## config.mk

```make
export PLATFORM = sky130hd
export DESIGN_NAME = alu_unit
export DESIGN_NICKNAME = d
export VERILOG_FILES = /design/src/rtl/alu_unit.sv
export SDC_FILE = /design/constraint.sdc
export NUM_CORES = 1
export LEC_CHECK = 0
export CORE_ASPECT_RATIO = 0.6
export CORE_MARGIN = 1
export CORE_UTILIZATION = 55
export CTS_BUF_LIST = sky130_fd_sc_hd__clkbuf_16
export DETAILED_ROUTE_END_ITERATION = 10
export HOLD_SLACK_MARGIN = 0.06
export PLACE_DENSITY = 0.74
export SYNTH_ARGS = -nofsm -noshare
export SYNTH_HDL_FRONTEND = slang
export SYNTH_SLANG_ARGS = --single-unit
```

## constraint.sdc

```tcl
create_clock -name clk -period 5.66 [get_ports clk]
set_input_delay 1.415 -clock clk [delete_from_list [all_inputs] [get_ports clk]]
set_output_delay 1.415 -clock clk [all_outputs]
set_load 0.1 [all_outputs]
```

## src/rtl/alu_unit.sv

```systemverilog
// Buffered integer execution unit: in-order issue queue, ALU, registered CDB slot.
// Build option: define ALU_MUL_EN to add the two-cycle MUL/MULH/MULHSU/MULHU path.
package alu_pkg;
  localparam logic [5:0] OP_ADD    = 6'd1;
  localparam logic [5:0] OP_SUB    = 6'd2;
  localparam logic [5:0] OP_XOR    = 6'd3;
  localparam logic [5:0] OP_OR     = 6'd4;
  localparam logic [5:0] OP_AND    = 6'd5;
  localparam logic [5:0] OP_SLL    = 6'd6;
  localparam logic [5:0] OP_SRL    = 6'd7;
  localparam logic [5:0] OP_SRA    = 6'd8;
  localparam logic [5:0] OP_SLT    = 6'd9;
  localparam logic [5:0] OP_SLTU   = 6'd10;
  localparam logic [5:0] OP_ADDI   = 6'd11;
  localparam logic [5:0] OP_XORI   = 6'd12;
  localparam logic [5:0] OP_ORI    = 6'd13;
  localparam logic [5:0] OP_ANDI   = 6'd14;
  localparam logic [5:0] OP_SLLI   = 6'd15;
  localparam logic [5:0] OP_SRLI   = 6'd16;
  localparam logic [5:0] OP_SRAI   = 6'd17;
  localparam logic [5:0] OP_SLTI   = 6'd18;
  localparam logic [5:0] OP_SLTIU  = 6'd19;
  localparam logic [5:0] OP_BEQ    = 6'd20;
  localparam logic [5:0] OP_BNE    = 6'd21;
  localparam logic [5:0] OP_BLT    = 6'd22;
  localparam logic [5:0] OP_BGE    = 6'd23;
  localparam logic [5:0] OP_BLTU   = 6'd24;
  localparam logic [5:0] OP_BGEU   = 6'd25;
  localparam logic [5:0] OP_JALR   = 6'd26;
  localparam logic [5:0] OP_MUL    = 6'd27;
  localparam logic [5:0] OP_MULH   = 6'd28;
  localparam logic [5:0] OP_MULHSU = 6'd29;
  localparam logic [5:0] OP_MULHU  = 6'd30;
endpackage

module alu_unit
  import alu_pkg::*;
#(
  parameter int XLEN   = 32,
  parameter int ROB_W  = 4,
  parameter int OPC_W  = 6,
  parameter int QDEPTH = 4
) (
  input  logic             clk,
  input  logic             rst,
  input  logic             rdy,
  input  logic             clr,
  input  logic             RS_sgn,
  input  logic [OPC_W-1:0] RS_opcode,
  input  logic [ROB_W-1:0] RS_ROB_name,
  input  logic [XLEN-1:0]  RS_lhs,
  input  logic [XLEN-1:0]  RS_rhs,
  output logic             RS_full,
  input  logic             CDB_gnt,
  output logic             CDB_sgn,
  output logic [XLEN-1:0]  CDB_result,
  output logic [ROB_W-1:0] CDB_ROB_name
);

  localparam int PW = $clog2(QDEPTH);
  localparam int CW = PW + 1;

  typedef struct packed {
    logic [OPC_W-1:0] op;
    logic [ROB_W-1:0] tag;
    logic [XLEN-1:0]  a;
    logic [XLEN-1:0]  b;
  } ent_t;

`ifdef ALU_MUL_EN
  typedef enum logic {S_IDLE, S_MUL} state_e;
`else
  typedef enum logic {S_IDLE} state_e;
`endif

  state_e state_q, state_d;

  ent_t           q_mem [QDEPTH];
  logic [PW-1:0]  head_q, head_d;
  logic [PW-1:0]  tail_q, tail_d;
  logic [CW-1:0]  cnt_q, cnt_d;

  logic             sgn_q, sgn_d;
  logic [XLEN-1:0]  res_q, res_d;
  logic [ROB_W-1:0] tag_q, tag_d;

  ent_t in_e, cand;
  logic full, empty, slot_free, idle;
  logic take, pop, push, cand_mul, wr_alu, mul_done;
  logic [XLEN-1:0] mul_res;

  function automatic logic [XLEN-1:0] alu_f(
    input logic [OPC_W-1:0] op,
    input logic [XLEN-1:0]  a,
    input logic [XLEN-1:0]  b
  );
    logic [XLEN-1:0] r;
    r = '0;
    case (op)
      OP_ADD, OP_ADDI:   r = a + b;
      OP_SUB:            r = a - b;
      OP_XOR, OP_XORI:   r = a ^ b;
      OP_OR,  OP_ORI:    r = a | b;
      OP_AND, OP_ANDI:   r = a & b;
      OP_SLL, OP_SLLI:   r = a << b[4:0];
      OP_SRL, OP_SRLI:   r = a >> b[4:0];
      OP_SRA, OP_SRAI:   r = $unsigned($signed(a) >>> b[4:0]);
      OP_SLT, OP_SLTI:   r = {{(XLEN-1){1'b0}}, $signed(a) < $signed(b)};
      OP_SLTU, OP_SLTIU: r = {{(XLEN-1){1'b0}}, a < b};
      OP_BEQ:            r = {{(XLEN-1){1'b0}}, a == b};
      OP_BNE:            r = {{(XLEN-1){1'b0}}, a != b};
      OP_BLT:            r = {{(XLEN-1){1'b0}}, $signed(a) < $signed(b)};
      OP_BGE:            r = {{(XLEN-1){1'b0}}, $signed(a) >= $signed(b)};
      OP_BLTU:           r = {{(XLEN-1){1'b0}}, a < b};
      OP_BGEU:           r = {{(XLEN-1){1'b0}}, a >= b};
      OP_JALR:           r = (a + b) & {{(XLEN-1){1'b1}}, 1'b0};
      default:           r = '0;
    endcase
    return r;
  endfunction

  assign in_e      = '{op: RS_opcode, tag: RS_ROB_name, a: RS_lhs, b: RS_rhs};
  assign full      = (cnt_q == CW'(QDEPTH));
  assign empty     = (cnt_q == '0);
  assign slot_free = !sgn_q || CDB_gnt;
  assign idle      = (state_q == S_IDLE);
  assign cand      = empty ? in_e : q_mem[head_q];
  assign RS_full   = full;

  // An empty queue lets the incoming op bypass straight to dispatch.
  assign take   = !clr && slot_free && idle && (!empty || RS_sgn);
  assign pop    = take && !empty;
  assign push   = !clr && RS_sgn && !full && !(take && empty);
  assign wr_alu = take && !cand_mul;

`ifdef ALU_MUL_EN
  ent_t mul_q;
  logic [2*XLEN-1:0] ea, eb, prod;
  logic sa, sb;

  assign cand_mul = (cand.op == OP_MUL) || (cand.op == OP_MULH) ||
                    (cand.op == OP_MULHSU) || (cand.op == OP_MULHU);
  assign mul_done = !clr && (state_q == S_MUL) && slot_free;

  // Sign/zero extension to 2*XLEN makes one multiplier serve all variants.
  always_comb begin
    sa      = (mul_q.op == OP_MULH) || (mul_q.op == OP_MULHSU);
    sb      = (mul_q.op == OP_MULH);
    ea      = {{XLEN{sa & mul_q.a[XLEN-1]}}, mul_q.a};
    eb      = {{XLEN{sb & mul_q.b[XLEN-1]}}, mul_q.b};
    prod    = ea * eb;
    mul_res = (mul_q.op == OP_MUL) ? prod[XLEN-1:0] : prod[2*XLEN-1:XLEN];
  end

  always_ff @(posedge clk or posedge rst) begin
    if (rst) mul_q <= '0;
    else if (rdy && take && cand_mul) mul_q <= cand;
  end
`else
  assign cand_mul = 1'b0;
  assign mul_done = 1'b0;
  assign mul_res  = '0;
`endif

  always_comb begin
    state_d = state_q;
    if (clr) state_d = S_IDLE;
`ifdef ALU_MUL_EN
    else if (take && cand_mul) state_d = S_MUL;
    else if (mul_done) state_d = S_IDLE;
`endif
  end

  always_comb begin
    sgn_d = sgn_q;
    res_d = res_q;
    tag_d = tag_q;
    if (clr) begin
      sgn_d = 1'b0;
    end else if (wr_alu) begin
      sgn_d = 1'b1;
      res_d = alu_f(cand.op, cand.a, cand.b);
      tag_d = cand.tag;
    end else if (mul_done) begin
      sgn_d = 1'b1;
      res_d = mul_res;
`ifdef ALU_MUL_EN
      tag_d = mul_q.tag;
`endif
    end else if (CDB_gnt) begin
      sgn_d = 1'b0;
    end
  end

  always_comb begin
    head_d = head_q;
    tail_d = tail_q;
    cnt_d  = cnt_q;
    if (clr) begin
      head_d = '0;
      tail_d = '0;
      cnt_d  = '0;
    end else begin
      if (pop)  head_d = head_q + PW'(1);
      if (push) tail_d = tail_q + PW'(1);
      cnt_d = cnt_q + CW'(push) - CW'(pop);
    end
  end

  always_ff @(posedge clk or posedge rst) begin
    if (rst) begin
      state_q <= S_IDLE;
      head_q  <= '0;
      tail_q  <= '0;
      cnt_q   <= '0;
      sgn_q   <= 1'b0;
      res_q   <= '0;
      tag_q   <= '0;
    end else if (rdy) begin
      state_q <= state_d;
      head_q  <= head_d;
      tail_q  <= tail_d;
      cnt_q   <= cnt_d;
      sgn_q   <= sgn_d;
      res_q   <= res_d;
      tag_q   <= tag_d;
    end
  end

  always_ff @(posedge clk) begin
    if (rdy && push) q_mem[tail_q] <= in_e;
  end

  assign CDB_sgn      = sgn_q;
  assign CDB_result   = res_q;
  assign CDB_ROB_name = tag_q;

endmodule
```

* After elaboration in Yosys (flattened, before gate mapping) *
Memories as Yosys holds them, arrays and structs flattened.
Cells that the tools add are included.

operators by class
  mux-type cells = 12
  shifts and indexed selects = 3
  reductions and logical operators = 32
  equality and inequality tests = 29
  bitwise gates (word level) = 4
  add/sub/neg operators = 6
  $lt $le $gt $ge = 4

operators by type and width
  operator                                                         number
  32-bit one-hot mux with 15 select lines                          1
  74-bit two-way mux                                               1
  6-bit by 5-bit == test with 1-bit output, second input constant  11
  32-bit >= comparator                                             2
  32-bit < comparator                                              2
  6-bit by 4-bit == test with 1-bit output, second input constant  8
  32-bit adder                                                     1
  32-bit bitwise AND                                               1
  32-bit == test                                                   1
  32-bit != test                                                   1
  32-bit bitwise OR                                                1
  32-bit by 5-bit left shift with 32-bit output                    1
  32-bit by 5-bit >> shifter with 32-bit output                    1
  32-bit by 5-bit >>> shifter with 32-bit output                   1
  32-bit subtractor                                                1
  32-bit bitwise XOR                                               1
  6-bit by 3-bit == test with 1-bit output, second input constant  4
  2-bit OR reduction                                               7
  6-bit by 2-bit == test with 1-bit output, second input constant  2
  1-bit logical AND                                                8
  2-bit two-way mux                                                4
  6-bit by 1-bit == test with 1-bit output, second input constant  1
  2-bit AND reduction                                              3
  3-bit OR reduction                                               2
  13 further kinds                                                 24

storage, ports and cells
  output and inout port bits = 38
  register bits after elaboration = 44
  bits in writable memories = 296
  memories = 1

memories
  memory  words  bits a word  rd ports  clocked after Yosys merged registers in  wr ports  RTL line  text
  q_mem   4      74           1         0                                        1         78        ent_t q_mem [QDEPTH];

* Logic depth before layout (Yosys ltp) *
  depth after elaboration = 10
  gate-level depth with buffers = 21

* Worst setup path after synthesis *
OpenSTA, ideal clock, no wires.

  kind = input to register
  start = in RS_rhs[0]
  end = reg res_q[26], in the netlist CDB_result[26]
  setup slack = 0.591 ns
  stages = 18
  setup time = 0.130 ns
  arrival = 4.938 ns
  path through = mux2i_4 -> inv_4 -> buf_6 -> buf_6 -> clkbuf_1 -> ha_1 -> inv_1 -> fa_1 -> nor2b_1 -> o311ai_1 -> a21boi_0 -> o21ai_0 -> o21ai_1 -> a41o_1 -> a21oi_1 -> nor3_1 -> a2111oi_2 -> a21oi_1

between the ends
  cells in the longest elaborated chain, start to end = 3
  elaborated cells between the ends (all ways) = 7

ends and longest elaborated chain
  item                                       RTL line  text
  start: declaration                         52        input logic [XLEN-1:0] RS_rhs,
  74-bit two-way mux *                       127       assign cand = empty ? in_e : q_mem[head_q];
  32-bit adder (tied with other cells)       100, 116
  32-bit one-hot mux with 15 select lines *  99        case (op)
  end signal: assignment                     225       res_q <= res_d;
  end: declaration                           84        logic [XLEN-1:0] res_q, res_d;

Every way passes the cells marked *; elsewhere a longest branch is shown, timed or not.
A chain may end at the register's enable or synchronous reset.

* Worst setup path after layout *
  start = reg cnt_q[1]
  end = reg res_q[0], in the netlist CDB_result[0]

between the ends
  cells in the longest elaborated chain, start to end = 5
  elaborated cells between the ends (all ways) = 56

ends and longest elaborated chain
  item                                                                       RTL line  text
  start: declaration                                                         81        logic [CW-1:0] cnt_q, cnt_d;
  start signal: assignment                                                   223       cnt_q <= cnt_d;
  3-bit zero test *                                                          124       assign empty = (cnt_q == '0);
  parallel branches: the longest is 4 deep, another holds 32-bit subtractor  --

Every way passes the cells marked *.

==> summary.md <==
| Metric | Value |
|---|---|
| Endpoint class of the critical path | `flip-flop` |
| Max-capacitance violation count | `0` |
| Maximum level of the CTS H-tree | `2` |
| Area growth from synthesis to final layout | `14.87%` |
| Vias | `about 19000` |
| Count of distinct cell types in the synthesized netlist | `95` |
| Fin. max-slew vios | `0` |
| FF-to-FF setup slack | `between 200 and 300 ps` |
| Final RePlAce weighted congestion | `around 1.0` |
| Routed Antenna Nets | `0` |
| Via count of the first global-routing pass | `between 15000 and 20000` |
| Mean routed wirelength per cell | `just under 30 um` |
| Final-report setup violation count | `0` |
| Post-synth EDFFs | `about 300` |
| Number of hold violations in the final report | `0` |
| Required arrival time at the worst endpoint | `about 6000 ps` |
| Total half-perimeter wirelength after legalization and detailed placement | `~61 mm` |
| Total I/O pin count | `approximately 120` |
| Prevailing post-synth register cell | `edfxtp_1` |
| Hold Crit Class | `flip-flop to flip-flop` |
| Sequential share of the synthesized area | `0.4408` |
| Drc violations | `2` |
| Clock-pin slew of the registers on the worst-case setup and hold paths | `70 ps` |
| TritonCTS buffer count | `34` |
| Cell with the largest stage delay on the worst path | `or4_1` |
| Critical hold path startpoint | `CDB_result[10]$_DFFE_PP0P_` |
| Routed Wire Length | `slightly above 80 mm` |
| Crit-path max FO | `26` |
| Die span in y | `159.2 um` |
| Cell area after technology mapping | `0.02266 mm^2` |
| Syn nets | `around 2200` |
| Final antenna diode count | `0` |
| Post-Synthesis Cells | `just over 2000` |
| Destination of the worst register-to-register timing path | `CDB_result[0]$_DFFE_PP0P_` |
| Quantity of hold-fixing buffers added after cts | `0` |
| Die Wd | `about 260 um` |
| Worst hold stages | `1` |
| Count of buffers inserted at the top-level ports | `around 120` |
| Proportion of netlist area held by the largest area contributor | `0.3922` |
| Number of placement rows | `57` |
| Critical path class | `flip-flop to flip-flop` |
| Post-layout nets | `about 2400` |
| Share of flip-flops with an asynchronous set or reset after synthesis | `0.1294` |
| GRT Residual Overflow | `0` |
| Via-to-Cell Ratio | `~6.9` |
| Origin of the critical flop-to-flop path | `cnt_q[1]$_DFFE_PP0P_` |
| DIE AREA | `roughly 0.042 mm^2` |
| Pin slew with the least headroom to its limit | `1213 ps` |
| Ordered list of cells on the worst path | `or3_4 -> buf_12 -> mux2i_2 -> ha_1 -> or4_1 -> nor3_1 -> buf_4 -> nand2_1 -> nor4_1 -> buf_4 -> nor3_1 -> a21oi_1 -> o41ai_1 -> a2111oi_0 -> o21a_1 -> a41oi_1` |
| Hold path endpoint | `CDB_result[10]$_DFFE_PP0P_` |
| Kind of cell with the highest combined delay on the critical path | `simple AND/OR/NAND/NOR gates` |
| DR pass1 iterations | `9` |
| WP buf/inv | `3` |
| Startpoint type of the worst setup path | `flip-flop` |
| Placeable Area | `~0.041 mm^2` |
| Maximum achievable frequency | `about 180 MHz` |
| Clock Path Buffers | `3` |
| Antenna violations before repair | `1` |
| TritonCTS clock tree | `built` |
| Final clock period utilization by the worst path | `0.9550` |
| Largest area contributor in the synthesized netlist | `edfxtp_1` |
| RSZ-0062 raised after global routing | `no` |
| Yosys warning total | `0` |
| Syn_area_per_cell | `around 11 um^2` |
| Maximum number of pins on one net before global-route repair | `61` |
| Clk sinks | `340` |
| First-pass GRT wire length | `120.2 mm` |
| Status | `complete, but fails checks` |
| Data arrival time of the worst path | `5830 ps` |
| Share of cells above drive strength 1 | `0.1589` |
| Count of state elements after synthesis | `340` |
| Reg2Reg Depth | `16` |
| Insertion delay to the later sink of the worst-skew pair | `roughly 550 ps` |
| GRT Total Usage | `0.3859` |
| Total of fill cells in the finished design | `3198` |
| Setup Skew | `approximately 26 ps` |
| Relative slew margins | `0.1848` |
| Starting DRT DRC Count | `about 3000` |
| Tmin final | `roughly 5400 ps` |
| Root Buffer Master | `clkbuf_16` |
| Hold WS | `roughly 530 ps` |
| Top cells by area, synth | `edfxtp_1 39%, mux4_2 7.5%, mux2i_1 6.3%` |
| Peak per-stage delay on the critical path | `approximately 640 ps` |
| Effective utilization at floorplan | `0.5595` |
| Commonest cells after routing, fill and taps aside | `296 x edfxtp_1, 173 x nand2_1, 169 x nor2_1` |
| Violated checks | `design-rule violations` |
| Most frequent standard cell in the layout excluding fill and tap cells | `edfxtp_1` |
## synthesized netlist by cell type, types with 26 or more instances
| master | number |
|---|---|
| a211oi_1 | 34 |
| edfxtp_1 | 296 |
| mux4_2 | 75 |
| nor2_1 | 169 |
| ha_1 | 103 |
| nand2_1 | 173 |
| mux2i_1 | 142 |
| dfrtp_1 | 44 |
| a21oi_1 | 140 |
| nor3_1 | 41 |
| clkbuf_1 | 56 |
| o22ai_1 | 26 |
| inv_1 | 83 |
| o21ai_0 | 97 |
| o211ai_1 | 26 |
| buf_2 | 52 |
## stage by stage
step                      TNS [ps]  cell area, um^2  utilization  worst slack [ps]  instances
after global routing             0            26030       0.6426             22.31       2759
after floorplan                  0            22660            -             591.4       2050
after global placement      -73.77            24970       0.6163            -73.77       2697
final                            0            26030       0.6426             254.5       2759
after detailed placement    -39.99            24970       0.6163            -39.99       2697
after CTS                        0            26000       0.6419             287.1       2758
## cell type report
cell class	count	area, um^2	share of cell area
multi-input cells	1478	11640	0.4472
flip-flops and latches	340	9997	0.3840
repair buffers	254	2330	0.08949
clock buffers	35	875.8	0.03364
well taps	531	664.4	0.02552
inverters	95	362.8	0.01394
clock inverters	26	161.4	0.006200
## per-layer routing
metal / vias up / GRT usage / part of all wire
met5: - / 0 / 0
met4: 0 / 0.08642 / 0.025
met3: 145 / 0.09882 / 0.12
met2: 1275 / 0.5443 / 0.42
met1: 9374 / 0.5945 / 0.43
li1: 8196 / - / -
## state kept, by name, summed over array words and instances, names as in the netlist
signal        flops
q_mem           296
CDB_result       32
CDB_ROB_name      4
cnt_q             3
head_q            2
tail_q            2
CDB_sgn           1
## logic make-up after synthesis
family | synth area share
XOR/XNOR | 0.007343
flip-flops | 0.4408
AND/OR/NAND/NOR | 0.1026
buffers and inverters | 0.04798
multiplexers | 0.1713
AO/OA/AOI/OAI | 0.1705
adder cells (fa/ha/maj) | 0.05952
## worst max path at each step
| stage | endpoint | cells after the start | from |
|---|---|---|---|
| global route | CDB_result[0]$_DFFE_PP0P_ | 16 | head_q[0]$_DFFE_PP0P_ |
| global placement | CDB_result[0]$_DFFE_PP0P_ | 15 | RS_rhs[27] |
| finish | CDB_result[0]$_DFFE_PP0P_ | 16 | cnt_q[1]$_DFFE_PP0P_ |
| CTS | CDB_result[0]$_DFFE_PP0P_ | 16 | head_q[0]$_DFFE_PP0P_ |
| floorplan | CDB_result[26]$_DFFE_PP0P_ | 18 | RS_rhs[0] |
| detailed placement | CDB_result[0]$_DFFE_PP0P_ | 15 | RS_rhs[27] |
## timing repair
action                     in CTS  in global routing
buffers inserted                0                  1
resized for setup               0                  1
setup endpoints to repair       0                  4
Power is left out: the tool's default activity adds up to more than one toggle a clock period on the data nets, which glitch-free logic cannot reach.
